## src/rtl/sprite_animator.sv

```systemverilog
// Pipelined sprite renderer: one SPR_W x SPR_H sprite, power-of-two scale, h-flip,
// multi-frame animation from an external synchronous ROM; 3-cycle pixel latency.
module sprite_animator #(
  parameter int SPR_W       = 196,
  parameter int SPR_H       = 96,
  parameter int NUM_FRAMES  = 4,
  parameter int FRAME_TICKS = 8,
  parameter int IDX_W       = 3,
  parameter int TRANSP_IDX  = 0,
  parameter int ADDR_W      = $clog2(SPR_W*SPR_H*NUM_FRAMES),
  localparam int CF_W       = (NUM_FRAMES > 1) ? $clog2(NUM_FRAMES) : 1
) (
  input  logic              vga_clk,
  input  logic              reset,
  input  logic [9:0]        DrawX,
  input  logic [9:0]        DrawY,
  input  logic              blank,
  input  logic              frame_start,
  input  logic [9:0]        pos_x,
  input  logic [9:0]        pos_y,
  input  logic [1:0]        scale,
  input  logic              flip_h,
  input  logic              anim_en,
  output logic [ADDR_W-1:0] rom_address,
  input  logic [IDX_W-1:0]  rom_q,
  output logic [IDX_W-1:0]  pix_index,
  output logic              pix_opaque,
  output logic [CF_W-1:0]   cur_frame
);

  localparam int FRAME_PIX = SPR_W * SPR_H;
  localparam int TICK_W    = (FRAME_TICKS > 1) ? $clog2(FRAME_TICKS) : 1;
  localparam int LIM_W     = 16;

  logic [9:0]        sh_x, sh_y;
  logic [1:0]        sh_scale;
  logic              sh_flip;
  logic [TICK_W-1:0] tick;

  logic              hit1, blank1, hit2, blank2;

  // Shadow registers and animation counters change only at frame_start, so a
  // frame is always drawn with one consistent configuration.
  always_ff @(posedge vga_clk) begin
    if (reset) begin
      sh_x      <= '0;
      sh_y      <= '0;
      sh_scale  <= '0;
      sh_flip   <= 1'b0;
      tick      <= '0;
      cur_frame <= '0;
    end else if (frame_start) begin
      sh_x     <= pos_x;
      sh_y     <= pos_y;
      sh_scale <= scale;
      sh_flip  <= flip_h;
      if (anim_en) begin
        if (tick == TICK_W'(FRAME_TICKS - 1)) begin
          tick <= '0;
          if (cur_frame == CF_W'(NUM_FRAMES - 1))
            cur_frame <= '0;
          else
            cur_frame <= cur_frame + 1'b1;
        end else begin
          tick <= tick + 1'b1;
        end
      end
    end
  end

  logic [10:0]       rx, ry;
  logic [LIM_W-1:0]  w_lim, h_lim;
  logic              hit;
  logic [9:0]        sx_raw, sx, sy;
  logic [ADDR_W-1:0] addr;

  // 11-bit signed offsets; bit 10 set means the pixel is left of / above the sprite.
  assign rx    = {1'b0, DrawX} - {1'b0, sh_x};
  assign ry    = {1'b0, DrawY} - {1'b0, sh_y};
  assign w_lim = LIM_W'(SPR_W) << sh_scale;
  assign h_lim = LIM_W'(SPR_H) << sh_scale;

  assign hit = ~rx[10] & ~ry[10]
             & (LIM_W'(rx[9:0]) < w_lim)
             & (LIM_W'(ry[9:0]) < h_lim);

  assign sx_raw = rx[9:0] >> sh_scale;
  assign sy     = ry[9:0] >> sh_scale;
  assign sx     = sh_flip ? (10'(SPR_W - 1) - sx_raw) : sx_raw;

  always_comb begin
    addr = '0;
    if (hit)
      addr = ADDR_W'(cur_frame) * ADDR_W'(FRAME_PIX)
           + ADDR_W'(sy) * ADDR_W'(SPR_W)
           + ADDR_W'(sx);
  end

  // Stage 1 issues the ROM address, stage 2 waits on the ROM, stage 3 resolves
  // transparency. hit/blank travel alongside so they line up with rom_q.
  always_ff @(posedge vga_clk) begin
    if (reset) begin
      rom_address <= '0;
      hit1        <= 1'b0;
      blank1      <= 1'b0;
      hit2        <= 1'b0;
      blank2      <= 1'b0;
      pix_index   <= '0;
      pix_opaque  <= 1'b0;
    end else begin
      rom_address <= addr;
      hit1        <= hit;
      blank1      <= blank;
      hit2        <= hit1;
      blank2      <= blank1;
      pix_index   <= hit2 ? rom_q : IDX_W'(TRANSP_IDX);
      pix_opaque  <= hit2 & blank2 & (rom_q != IDX_W'(TRANSP_IDX));
    end
  end

endmodule

```

## config.mk

```make
export PLATFORM = sky130hd
export DESIGN_NAME = sprite_animator
export DESIGN_NICKNAME = d
export VERILOG_FILES = /design/src/rtl/sprite_animator.sv
export SDC_FILE = /design/constraint.sdc
export NUM_CORES = 1
export LEC_CHECK = 0
export CORE_ASPECT_RATIO = 0.9
export CORE_UTILIZATION = 46
export CTS_CLUSTER_SIZE = 24
export DETAILED_ROUTE_END_ITERATION = 16
export PLACE_DENSITY = 0.72
export SYNTH_ARGS = -nofsm -noshare
export SYNTH_HDL_FRONTEND = slang
export SYNTH_SLANG_ARGS = --single-unit
```

## constraint.sdc

```tcl
create_clock -name vga_clk -period 6.1 [get_ports vga_clk]
set_input_delay 0.61 -clock vga_clk [delete_from_list [all_inputs] [get_ports vga_clk]]
set_output_delay 0.61 -clock vga_clk [all_outputs]
set_load 0.01 [all_outputs]
```

==> key figures <==
Status
  – Status: completed

Die
  – Row count: 35
  – Die ar.: 0.0114 mm²
  – Core footprint: 0.0105 mm²
  – Die Width: 113 µm
  – Die H: 101 µm
  – Num ports: 74
  – Initial Util: 48.3%

Detailed routing
  – Wire length per cell: 13.4 µm
  – Vias per cell: 5.23
  – Final ANT Viol Nets: 0
  – DR iter-0 viols: 230
  – Via count: 4,439
  – # DRC: 0
  – Detailed Route WL: 11,400 µm
  – Total iterations of the first detailed-routing run: 4

STA
  – Tcrit/Tclk final: 96.6%
  – Final hold vios: 0
  – Slew @ Worst Pin: 0.874 ns
  – Max Transition Viols Final: 0
  – Sum Neg Setup Slack: 0 ns
  – Clock Skew: 0.00763 ns
  – Slew headroom: 41.7%
  – Fin crit period: 5.89 ns
  – FMAX: 170 MHz
  – Setup violations, final: 0
  – Worst Hold Margin: 0.436 ns

Place
  – PortBufs: 73
  – GPL Wtd Cong: 0.854
  – DP Area: 0.00639 mm²
  – HPWL after detailed placement: 8710 µm

Min path
  – Hold path startpoint: blank1$_SDFF_PP0_
  – Hold Crit Class: reg2reg

Yosys
  – Avg Cell Area, Syn: 8.72 µm²
  – Top-area cell type share of the netlist area: 23.2%
  – Most numerous cell in the Yosys netlist: ha_1
  – Post-synth EDFFs: 0
  – Post-synthesis net count: 736
  – Synth top cells by count: 94 x ha_1, 59 x nor2_1, 56 x inv_1, 53 x dfxtp_1, 40 x mux2i_1
  – Mapped Area: 0.00506 mm²
  – Main area contributors after synthesis: ha_1 23%, dfxtp_1 21%, mux2i_1 7.9%
  – Ys Warns: 0
  – Count of different cell masters after synthesis: 54
  – Top FF cell, synth: dfxtp_1
  – Yosys top cell by area: ha_1
  – Post-synth ARST share: 0%
  – Register area share after synthesis: 21.0%
  – Register bit total from synthesis: 53
  – Post-Syn Instances: 580

Critical path
  – Crit Path Class: in2reg
  – CP Max Fanout: 4
  – Critical path arrival: 6.09 ns
  – Critical Path End Type: flop
  – Cell family with most CP delay: adder cells
  – Worst Path Required: 6.29 ns
  – Worst r2r src: sh_y[1]$_SDFFE_PP0P_
  – Slowest cell on crit path: fa_1
  – Worst path max stage delay: 0.51 ns
  – Most used cell, CP: fa_1
  – Crit path from: DrawY[0]
  – Worst setup SP type: primary input
  – CP bufs+invs: 4

Final layout
  – Multi-input gate area: 0.00395 mm²
  – Sequential cell area: 0.00106 mm²
  – Filler instances: 871
  – Area delta synth->final: 35.2%
  – Layout Nets: 874
  – Share of layout cells above drive strength 1: 18.8%
  – Diode count: 0
  – Final instance area: 0.00684 mm²

Global route
  – Grt total ovfl: 0
  – Initial antenna violation count: 0
  – Vias in the first global route: 4,227
  – Total track usage: 20.2%
  – Largest net degree at the start of global routing: 34
  – Global-route wire length before repair: 18,800 µm

Power and ir drop
  – Combinational share of power: 80.0%
  – Sequential Power Share: 11.3%
  – Total internal power: 1.99 mW
  – Psw: 1.38 mW
  – Worst IR Drop VDD: 0.000353 V
  – PwrDens: 492 mW/mm²
  – Leak: 3.14 nW
  – Clock power share: 8.7%
  – Switching share of power: 40.9%

Clock network
  – CTS sink count: 53
  – Total CTS buffers: 5
  – Maximum root-to-sink buffer count: 2
  – CTS clk-pin slew, worst paths: 0.07 ns
  – CTS Root Cell: clkbuf_16
  – H-tree levels: 2
  – Clock latency on the worst-skew pair: 0.30 ns
  – TritonCTS clock tree: built

Job
  – Max Cap Viol: 0
sequential cells by signal, summed over array words and instances (netlist names):
name / count
blank2: 1
cur_frame: 2
blank1: 1
hit2: 1
sh_x: 10
tick: 3
pix_index: 3
sh_y: 10
pix_opaque: 1
sh_flip: 1
rom_address: 17
sh_scale: 2
hit1: 1
cells by family (layout without fill, tap and decap cells):
kind of cell	after synthesis	count (layout)	share of synthesized area, %
flops	53	53	21.0
xor+xnor	39	39	6.75
fa+ha+maj	105	105	27.6
simple gates	153	153	15.0
buf+inv	74	213	5.64
compound gates	112	112	15.3
mux	44	44	8.80
final timing paths:
kind / endpoint / slack (ns) / cells after the start
worst min register to register: blank2$_SDFF_PP0_ / 0.44 / 1
worst max-delay path: rom_address[16]$_SDFF_PP0_ / 0.21 / 26
worst min-delay path: blank2$_SDFF_PP0_ / 0.44 / 1
worst max register to register: rom_address[16]$_SDFF_PP0_ / 0.32 / 25
cells in the final DEF (no fill, tap or decap), types with 26 or more instances in the layout:
cell type        Yosys  layout
xnor2_1             29      28
ha_1                94      85
inv_1               56      54
mux2i_1             40      36
nor2_1              59      57
a21oi_1             32      26
buf_4                0      75
clkdlybuf4s50_1      0      69
dfxtp_1             53      53
power groups by stage:
stage	Clock, mW	Combinational, mW	Sequential [mW]
floorplan	0	1.50	0.389
global placement	0	2.22	0.386
detailed placement	0	2.28	0.387
CTS	0.306	2.55	0.379
global route	0.317	2.98	0.382
finish	0.293	2.69	0.379
worst register-to-register path: stages, from the launching register on:
cell       delay (ns)
dfxtp_1          0.39
inv_1            0.07
ha_1             0.26
nor2b_1          0.14
o31a_1           0.30
o21ai_2          0.18
a21oi_2          0.10
and4_4           0.22
nor4b_4          0.23
nor2_1           0.10
a21oi_2          0.17
mux2i_2          0.12
fa_1             0.46
ha_1             0.30
ha_2             0.18
inv_2            0.04
fa_1             0.48
fa_1             0.51
inv_2            0.05
ha_4             0.18
o41ai_4          0.39
o2111ai_1        0.17
a21o_1           0.21
a31oi_1          0.21
xnor2_1          0.08
and2_1           0.15
routing by layer:
layer	share of wire, %	wire length (µm)	GRT usage, %
met2	47	5360	35.4
met5	0	0	0
met3	3.2	359	3.17
met4	1.8	203	6.87
met1	48	5470	25.3
through the flow:
| stage | util, % | total power, mW | setup slack, ns | std cells |
|---|---|---|---|---|
| finish | 65.3 | 3.36 | 0.208 | 848 |
| global route | 65.3 | 3.68 | -0.0691 | 848 |
| CTS | 63.8 | 3.24 | 0.0360 | 845 |
| detailed placement | 61.1 | 2.67 | -0.822 | 832 |
| global placement | 61.1 | 2.60 | -0.546 | 832 |
| floorplan | - | 1.89 | 0.0793 | 580 |
cell type report:
| class | count | share of cell area [%] |
|---|---|---|
| clock buffer | 5 | 1.83 |
| inverter | 57 | 3.13 |
| tap | 129 | 2.36 |
| clock inverter | 3 | 0.366 |
| multi-input combinational | 453 | 57.8 |
| timing repair buffer | 148 | 19.0 |
| sequential | 53 | 15.5 |
repair_timing:
item,in CTS,in global routing
gates cloned,0,0
resized for setup,24,28
endpoints found under the hold margin,0,0
pin swaps,28,24
setup buffers,5,3
hold buffers,0,0
setup endpoints to repair,6,5
Note: power is estimated with default switching activity, not from simulation.
